==> config.mk <==
export PLATFORM = sky130hd
export DESIGN_NAME = pc_seq_flat
export DESIGN_NICKNAME = d
export VERILOG_FILES = /design/src/rtl/pc_seq_if.sv /design/src/rtl/pc_seq.sv /design/src/flat_wrapper.sv
export SDC_FILE = /design/constraint.sdc
export NUM_CORES = 1
export LEC_CHECK = 0
export CORE_MARGIN = 1.5
export CORE_UTILIZATION = 40
export DETAILED_ROUTE_END_ITERATION = 12
export SYNTH_ARGS = -nofsm -noshare
export SYNTH_HDL_FRONTEND = slang
export SYNTH_SLANG_ARGS = --single-unit
==> constraint.sdc <==
create_clock -name clk -period 4.05 [get_ports clk]
set_input_delay 0.81 -clock clk [delete_from_list [all_inputs] [get_ports clk]]
set_output_delay 0.81 -clock clk [all_outputs]
set_load 0.05 [all_outputs]
==> src/rtl/pc_seq_if.sv <==
// rtl/pc_seq_if.sv - control/status bundle between the datapath control unit and pc_seq
interface pc_seq_if #(
    parameter int W     = 32,
    parameter int DEPTH = 4,
    parameter int SPW   = $clog2(DEPTH + 1)
);
    logic           clr;
    logic [W-1:0]   D;
    logic           wr;
    logic           inc;
    logic           conFFwr;
    logic           conFFen;
    logic           rel;
    logic           call;
    logic           ret;
    logic [W-1:0]   Q;
    logic [SPW-1:0] sp;
    logic           stk_full;
    logic           stk_empty;
    logic           stk_err;

    modport master (
        output clr, D, wr, inc, conFFwr, conFFen, rel, call, ret,
        input  Q, sp, stk_full, stk_empty, stk_err
    );

    modport slave (
        input  clr, D, wr, inc, conFFwr, conFFen, rel, call, ret,
        output Q, sp, stk_full, stk_empty, stk_err
    );
endinterface

==> src/rtl/pc_seq.sv <==
// rtl/pc_seq.sv - program-counter sequencer with deferred increment and return-address stack
module pc_seq #(
    parameter int             W         = 32,
    parameter int             STEP      = 1,
    parameter logic [W-1:0]   RESET_VEC = '0,
    parameter int             DEPTH     = 4,
    parameter int             SPW       = $clog2(DEPTH + 1)
) (
    input  logic    clk,
    input  logic    clr_n,
    pc_seq_if.slave bus
);
    localparam int             AW     = (DEPTH > 1) ? $clog2(DEPTH) : 1;
    localparam logic [W-1:0]   STEP_W = W'(STEP);
    localparam logic [SPW-1:0] SP_MAX = SPW'(DEPTH);

    logic [W-1:0]   r_q;
    logic [SPW-1:0] r_sp;
    logic           r_err;
    logic           r_inc_pend;
    logic           r_wr_prev;
    logic [W-1:0]   r_stack [0:(2**AW)-1];

    logic           w_branch;
    logic           w_can_push;
    logic           w_can_pop;
    logic           w_push;
    logic [AW-1:0]  w_push_idx;
    logic [AW-1:0]  w_pop_idx;
    logic [W-1:0]   w_end_step;

    assign w_branch   = bus.conFFwr & bus.conFFen;
    assign w_can_push = (r_sp != SP_MAX);
    assign w_can_pop  = (r_sp != '0);
    assign w_push     = ~bus.clr & ~w_branch & ~bus.ret & bus.call & w_can_push;
    assign w_push_idx = r_sp[AW-1:0];
    assign w_pop_idx  = AW'(r_sp - 1'b1);

    // Step count at the end of a write: the deferred inc plus any inc arriving now.
    always_comb begin
        w_end_step = '0;
        case ({r_inc_pend, bus.inc})
            2'b11:   w_end_step = STEP_W << 1;
            2'b10,
            2'b01:   w_end_step = STEP_W;
            default: w_end_step = '0;
        endcase
    end

    always_ff @(posedge clk or negedge clr_n) begin
        if (!clr_n) begin
            r_q        <= RESET_VEC;
            r_sp       <= '0;
            r_err      <= 1'b0;
            r_inc_pend <= 1'b0;
            r_wr_prev  <= 1'b0;
        end else if (bus.clr) begin
            r_q        <= RESET_VEC;
            r_sp       <= '0;
            r_err      <= 1'b0;
            r_inc_pend <= 1'b0;
            r_wr_prev  <= 1'b0;
        end else if (w_branch) begin
            r_q        <= bus.D;
            r_inc_pend <= 1'b0;
            r_wr_prev  <= 1'b0;
        end else if (bus.ret) begin
            if (w_can_pop) begin
                r_q  <= r_stack[w_pop_idx];
                r_sp <= r_sp - 1'b1;
            end else begin
                r_err <= 1'b1;
            end
            r_inc_pend <= 1'b0;
            r_wr_prev  <= 1'b0;
        end else if (bus.call) begin
            if (w_can_push) begin
                r_q  <= bus.D;
                r_sp <= r_sp + 1'b1;
            end else begin
                r_err <= 1'b1;
            end
            r_inc_pend <= 1'b0;
            r_wr_prev  <= 1'b0;
        end else if (bus.wr) begin
            r_q       <= bus.D;
            r_wr_prev <= 1'b1;
            if (bus.inc) begin
                r_inc_pend <= 1'b1;
            end
        end else if (bus.rel) begin
            r_q        <= r_q + bus.D;
            r_inc_pend <= 1'b0;
            r_wr_prev  <= 1'b0;
        end else if (r_wr_prev) begin
            r_q        <= r_q + w_end_step;
            r_inc_pend <= 1'b0;
            r_wr_prev  <= 1'b0;
        end else if (bus.inc) begin
            r_q <= r_q + STEP_W;
        end
    end

    // Stack contents are not reset; only sp defines which entries are live.
    always_ff @(posedge clk) begin
        if (w_push) begin
            r_stack[w_push_idx] <= r_q + STEP_W;
        end
    end

    assign bus.Q         = r_q;
    assign bus.sp        = r_sp;
    assign bus.stk_full  = (r_sp == SP_MAX);
    assign bus.stk_empty = (r_sp == '0);
    assign bus.stk_err   = r_err;
endmodule
==> src/flat_wrapper.sv <==
// flat-port wrapper written by rule: the top's interface ports become plain ports
module pc_seq_flat 
#(
    parameter int             W         = 32,
    parameter int             STEP      = 1,
    parameter logic [W-1:0]   RESET_VEC = '0,
    parameter int             DEPTH     = 4,
    parameter int             SPW       = $clog2(DEPTH + 1)
)
  (clk, clr_n, bus_clr, bus_D, bus_wr, bus_inc, bus_conFFwr, bus_conFFen, bus_rel, bus_call, bus_ret, bus_Q, bus_sp, bus_stk_full, bus_stk_empty, bus_stk_err);
  pc_seq_if #(.W(W), .DEPTH(DEPTH), .SPW(SPW)) bus_i ();
  input  logic clk;
  input  logic clr_n;
  input wire logic [$bits(bus_i.clr)-1:0] bus_clr;
  input wire logic [$bits(bus_i.D)-1:0] bus_D;
  input wire logic [$bits(bus_i.wr)-1:0] bus_wr;
  input wire logic [$bits(bus_i.inc)-1:0] bus_inc;
  input wire logic [$bits(bus_i.conFFwr)-1:0] bus_conFFwr;
  input wire logic [$bits(bus_i.conFFen)-1:0] bus_conFFen;
  input wire logic [$bits(bus_i.rel)-1:0] bus_rel;
  input wire logic [$bits(bus_i.call)-1:0] bus_call;
  input wire logic [$bits(bus_i.ret)-1:0] bus_ret;
  output wire logic [$bits(bus_i.Q)-1:0] bus_Q;
  output wire logic [$bits(bus_i.sp)-1:0] bus_sp;
  output wire logic [$bits(bus_i.stk_full)-1:0] bus_stk_full;
  output wire logic [$bits(bus_i.stk_empty)-1:0] bus_stk_empty;
  output wire logic [$bits(bus_i.stk_err)-1:0] bus_stk_err;
  assign bus_i.clr = bus_clr;
  assign bus_i.D = bus_D;
  assign bus_i.wr = bus_wr;
  assign bus_i.inc = bus_inc;
  assign bus_i.conFFwr = bus_conFFwr;
  assign bus_i.conFFen = bus_conFFen;
  assign bus_i.rel = bus_rel;
  assign bus_i.call = bus_call;
  assign bus_i.ret = bus_ret;
  assign bus_Q = bus_i.Q;
  assign bus_sp = bus_i.sp;
  assign bus_stk_full = bus_i.stk_full;
  assign bus_stk_empty = bus_i.stk_empty;
  assign bus_stk_err = bus_i.stk_err;
  pc_seq #(.W(W), .STEP(STEP), .RESET_VEC(RESET_VEC), .DEPTH(DEPTH), .SPW(SPW)) u_core (.clk(clk), .clr_n(clr_n), .bus(bus_i));
endmodule
* Word level (Yosys, flattened, before mapping)
Memories as Yosys holds them, arrays and structs flattened.
Index checks and enable logic that the tools add are counted.
** Word-level totals
- Flip-flop bits (word level) :: 38
- RAM bits :: 128
- Bits of input ports :: 42
- Output and inout bits :: 38
- Word-level logic and storage cells :: 80
- Memories :: 1
** Operators by class
- Add/subtract/negate cells :: 5
- Equality and inequality tests :: 12
- Muxes and demuxes :: 38
- Bitwise logic cells :: 8
- Reductions and logical operators :: 11
** Memory list
- u_core.r_stack :: words 4, width 32, read ports 1, clocked after Yosys merged registers in 0, wr ports 1, RTL line pc_seq.sv:22 : logic [W-1:0] r_stack [0:(2**AW)-1];
** Operators with widths (count)
- 2-to-1 mux 32 bit :: 10
- adder 32 x 1 -> 32 bit (second input constant) :: 1
- adder 32 x 2 -> 32 bit :: 1
- adder 32 bit :: 1
- 2-to-1 mux 1 bit :: 21
- 2-to-1 mux 3 bit :: 6
- != test 3 bit (second input constant) :: 3
- nonzero test 3 bit :: 3
- AND reduction 4 bit :: 2
- nonzero test 8 bit :: 1
- nonzero test 7 bit :: 1
- != test 6 x 2 -> 1 bit (second input constant) :: 1
- bitwise AND 1 bit :: 5
- != test 5 x 2 -> 1 bit (second input constant) :: 1
- == test 2 bit (second input constant) :: 2
- != test 4 x 2 -> 1 bit (second input constant) :: 1
- case mux 2 bit (2 select lines) :: 1
- adder 3 x 1 -> 3 bit (second input constant) :: 1
- == test 3 bit (second input constant) :: 1
- zero test 3 bit :: 1
- != test 3 x 2 -> 1 bit (second input constant) :: 1
- inverter 1 bit :: 3
- AND reduction 3 bit :: 1
- subtractor 3 x 1 -> 3 bit (second input constant) :: 1
- 4 further kinds :: 4

* Depth between registers and ports, before layout
- Word-level depth :: 11
- Gate-level depth with buffers :: 16
- Mapped depth without buffers :: 13

* Least setup slack after synthesis
OpenSTA, ideal clock, no wires.
- Kind :: flip-flop to flip-flop
- Start :: register u_core.r_sp[0], in the netlist u_core.bus.sp[0]
- End :: register u_core.r_q[24], in the netlist u_core.bus.Q[24]
- Library setup time :: 0.064 ns
- Arrival time :: 3.806 ns
- Path slack :: 0.179 ns
- Stages on the path, launching flop included :: 16
- Buffers on the path :: 4
- Period minus slack after synthesis :: 3.871 ns
- Cells stage by stage :: dfrtp_1 buf_2 buf_2 buf_2 inv_1 ha_1 ha_1 nand2_1 o41ai_2 o21ai_1 or2_1 buf_2 o21ai_2 or4b_2 a21oi_1 or3_1
** Between the ends
- Cells in the longest elaborated chain, start to end :: 6
- Elaborated cells on any way between the ends :: 11
- Classes of those cells :: add/sub (1); eq/ne (3); mux (4); reduce/logical (2); memory (1)
** Ends and longest elaborated chain
- start, declared :: RTL line pc_seq.sv:18 : logic [SPW-1:0] r_sp;
- start signal, assigned :: RTL line pc_seq.sv:70 : r_sp <= r_sp - 1'b1;
- start signal, assigned :: RTL line pc_seq.sv:79 : r_sp <= r_sp + 1'b1;
- subtractor 3 x 1 -> 3 bit :: RTL line pc_seq.sv:37 : assign w_pop_idx = AW'(r_sp - 1'b1);
- memory (4 x 32 bit)
- 2-to-1 mux 32 bit :: RTL line pc_seq.sv:68 : if (w_can_pop) begin
- 2-to-1 mux 32 bit :: RTL line pc_seq.sv:67 : end else if (bus.ret) begin
- 2-to-1 mux 32 bit :: RTL line pc_seq.sv:63 : end else if (w_branch) begin
- 2-to-1 mux 32 bit :: RTL line pc_seq.sv:57 : end else if (bus.clr) begin
- end signal, assigned :: RTL line pc_seq.sv:64 : r_q <= bus.D;
- end signal, assigned :: RTL line pc_seq.sv:69 : r_q <= r_stack[w_pop_idx];
- end signal, assigned :: RTL line pc_seq.sv:78 : r_q <= bus.D;
- end, declared :: RTL line pc_seq.sv:17 : logic [W-1:0] r_q;
Several ways; a longest one is shown, not always the timed one. The select of a mux whose other input is x is not followed.
A chain may end at the register's enable or synchronous reset.

* Worst setup path in the final report
- Start :: input bus_D[9]
- End :: register u_core.r_q[29], in the netlist u_core.bus.Q[29]
** Between the ends
- Cells in the longest elaborated chain, start to end :: 7
** Ends and longest elaborated chain
- start, declared :: RTL line flat_wrapper.sv:15 : input wire logic [$bits(bus_i.D)-1:0] bus_D;
- adder 32 bit :: RTL line pc_seq.sv:92 : r_q <= r_q + bus.D;
- 2-to-1 mux 32 bit :: RTL line pc_seq.sv:91 : end else if (bus.rel) begin
- 2-to-1 mux 32 bit :: RTL line pc_seq.sv:85 : end else if (bus.wr) begin
- 2-to-1 mux 32 bit :: RTL line pc_seq.sv:76 : end else if (bus.call) begin
- 2-to-1 mux 32 bit :: RTL line pc_seq.sv:67
- 2-to-1 mux 32 bit :: RTL line pc_seq.sv:63
- 2-to-1 mux 32 bit :: RTL line pc_seq.sv:57
No other way between the ends.

==> flow_metrics.tcl <==
set metrics [dict create \
    htreeDepth 4 \
    final-setup-viol-count 0 \
    worst_pin_slew_ns 0.883 \
    end_kind "flip-flop" \
    n_antenna_cell 0 \
    synth-seq-cells 166 \
    period_minus_slack_ns 3.46 \
    drive_gt1_share_pct 11.8 \
    p_leak_nw 4.44 \
    cpLargestDelayFamily "simple AND/OR/NAND/NOR gates" \
    hold_viol 0 \
    drt_first_pass_iters 8 \
    ctsHoldBuffers 0 \
    grt_pass1_vias 7912 \
    cp_max_fo 8 \
    grt.overflow.total 0 \
    cts_tree "yes" \
    period_share_pct 85.4 \
    maxSlewViolCount 0 \
    path_clk_slew_ns 0.08 \
    critPathLaunch "bus_D[9]" \
    num_io_pins 80 \
    synthesis.area_mm2 0.0103 \
    power_density_mw_per_mm2 477 \
    async_reset_ff_share_pct 22.9 \
    rsz0062_at_grt "no" \
    cts_buffers 17 \
    outcome "completed" \
    first_iter_violations 1074 \
    port_buffers 79 \
    rows 58 \
    worstSetupPathType "input port to flip-flop" \
    grt_pass1_wl_mm 48.1 \
    synth-warning-count 0 \
    drv_cap 0 \
    ctsLongestPathBuffers 2 \
    grt_usage_pct 24.1 \
    die_h_um 164 \
    globalplace.congestion 0.932 \
    core-area_mm2 0.0253 \
    hpwlAfterDp_mm 23.2 \
    max_stage_delay_ns 0.48 \
    fin_setup_tns_ns 0 \
    area_growth_pct 18.8 \
    cts_setup_buffers 0 \
    cts.sinks 166 \
    multi_input_area_mm2 0.00515 \
    root_buffer "clkbuf_16" \
    reg2reg_slack_ns 0.88 \
    wl_mm 31.4 \
    syn_inst 974 \
    clock_skew_ns 0.0269 \
    ys_seq_area_share_pct 46.5 \
    r2r_cells 10 \
    nNetsFinal 1137 \
    crit_path_cell_trace "clkdlybuf4s50_1 -> ha_1 -> nand4_1 -> nor3_1 -> o2111ai_1 -> nand4bb_1 -> a21oi_2 -> o31ai_1 -> a221oi_1 -> nor4_1 -> nor3b_2" \
    cp-start-kind "input port" \
    clock.fmax_mhz 289 \
    ys_types 74 \
    synthFlopType "edfxtp_1" \
    slowest_stage "clkdlybuf4s50_1" \
    syn_nets 1059 \
    viasPerCell 5.95 \
    layout_commonest_cell "edfxtp_1" \
    die_x_um 164 \
    drc 0 \
    antenna_found_initial 0 \
    critPathRequiredTime_ns 4.35 \
    r2r-start "u_core.bus.Q[10]" \
    synth_edf_count 128 \
    drtAntennaViolNets 0 \
    layout_common_cells "edfxtp_1 (128), nand2_1 (88), a21oi_1 (83)" \
    vias 8296 \
    worstPathArrival_ns 3.76 \
    instances_no_fill 1395 \
    filler_cell_count 2272 \
    synth.avg_cell_area_um2 10.6 \
    max_slew_margin_pct 40.9 \
    regArea_mm2 0.00480 \
    hold_class "input port to async pin" \
    final_util_pct 48.5 \
    r2r_end "u_core.bus.Q[29]" \
    grt_start_max_net_pins 41 \
    clkLatencyLatePin_ns 0.44 \
    irDropWorstVdd_v 0.000289 \
    critPathBufInv 1 \
    initial_utilization_pct 40.8 \
    ctsResizeCount 0 \
    wl_per_cell_um 22.5 \
    die_area_mm2 0.0268 \
    dp_cells 1363 \
]
## cells by family after synthesis
family	after synthesis	synth area share [%]
AO/OA/AOI/OAI	266	16.5
buffers and inverters	87	3.55
flip-flops	166	46.5
AND/OR/NAND/NOR	294	13.8
multiplexers	36	7.38
XOR/XNOR	82	6.96
adder cells (fa/ha/maj)	43	5.36
## Yosys cell counts, drive strengths merged, types with 3 or more instances
cell type / instances / area (um^2)
a211oi: 15 / 113
a21o: 18 / 135
a21oi: 85 / 433
a221oi: 13 / 120
a222oi: 9 / 90.1
a22oi: 4 / 30.0
a31oi: 3 / 18.8
and2: 11 / 68.8
and3: 10 / 62.6
and4: 3 / 26.3
buf: 29 / 149
clkbuf: 35 / 131
dfrtp: 38 / 951
edfxtp: 128 / 3840
ha: 41 / 513
inv: 22 / 82.6
mux2i: 4 / 40.0
mux4: 32 / 721
nand2: 88 / 330
nand2b: 3 / 18.8
nand3: 31 / 155
nand4: 18 / 128
nor2: 85 / 327
nor2b: 8 / 50.1
nor3: 13 / 65.1
nor4: 4 / 31.3
o2111ai: 3 / 26.3
o211ai: 7 / 52.6
o21a: 3 / 22.5
o21ai: 74 / 374
o21bai: 4 / 30.0
o22ai: 5 / 31.3
o31ai: 4 / 30.0
or3: 11 / 78.8
xnor2: 53 / 464
xor2: 29 / 254
## registers in the layout, summed over array words and instances (netlist names)
signal	flops
u_core.r_inc_pend	1
u_core.r_wr_prev	1
u_core.bus.sp	3
u_core.bus.Q	32
u_core.r_stack	128
u_core.bus.stk_err	1
## final cells by class
| type | count | share of cell area, % |
|---|---|---|
| clock inverter | 15 | 1.81 |
| sequential | 166 | 39.1 |
| multi-input combinational | 721 | 42.1 |
| timing repair buffer | 123 | 9.42 |
| tap | 330 | 3.37 |
| inverter | 23 | 0.705 |
| clock buffer | 17 | 3.47 |
## routing by layer
| layer | vias to the layer above | part of all wire (%) | global-route usage [%] |
|---|---|---|---|
| li1 | 3843 | - | - |
| met1 | 4058 | 46 | 35.3 |
| met2 | 355 | 46 | 37.9 |
| met3 | 40 | 6.0 | 2.41 |
| met4 | 0 | 1.8 | 6.78 |
| met5 | - | 0 | 0 |
## per-stage QoR
stage / total power (W) / area (um^2) / setup slack [ns] / hold slack (ns)
3_3_place_gp: 0.00408 / 11600 / 0.248 / 0.482
6_report: 0.00584 / 12300 / 0.592 / 0.417
3_5_place_dp: 0.00408 / 11600 / 0.212 / 0.491
5_1_grt: 0.00609 / 12300 / 0.413 / 0.461
2_1_floorplan: 0.00342 / 10300 / 0.179 / 0.514
4_1_cts: 0.00585 / 12300 / 0.641 / 0.445
## worst max-delay path by stage
stage                            end  slack, ns  cells past startpoint
floorplan           u_core.bus.Q[24]       0.18                     15
global placement    u_core.bus.Q[24]       0.25                     13
detailed placement  u_core.bus.Q[24]       0.21                     13
CTS                 u_core.bus.Q[30]       0.64                     14
global route        u_core.bus.Q[24]       0.41                     13
finish              u_core.bus.Q[29]       0.59                     11
## power by group
| part | internal (W) | switching [W] | leakage [nW] | total [W] |
|---|---|---|---|---|
| clock network | 0.00105 | 0.000708 | 0.314 | 0.00176 |
| registers | 0.00198 | 0.000147 | 1.67 | 0.00212 |
| logic | 0.000764 | 0.00119 | 2.46 | 0.00196 |
| total | 0.00379 | 0.00205 | 4.44 | 0.00584 |
(Power assumes the default switching activity.)
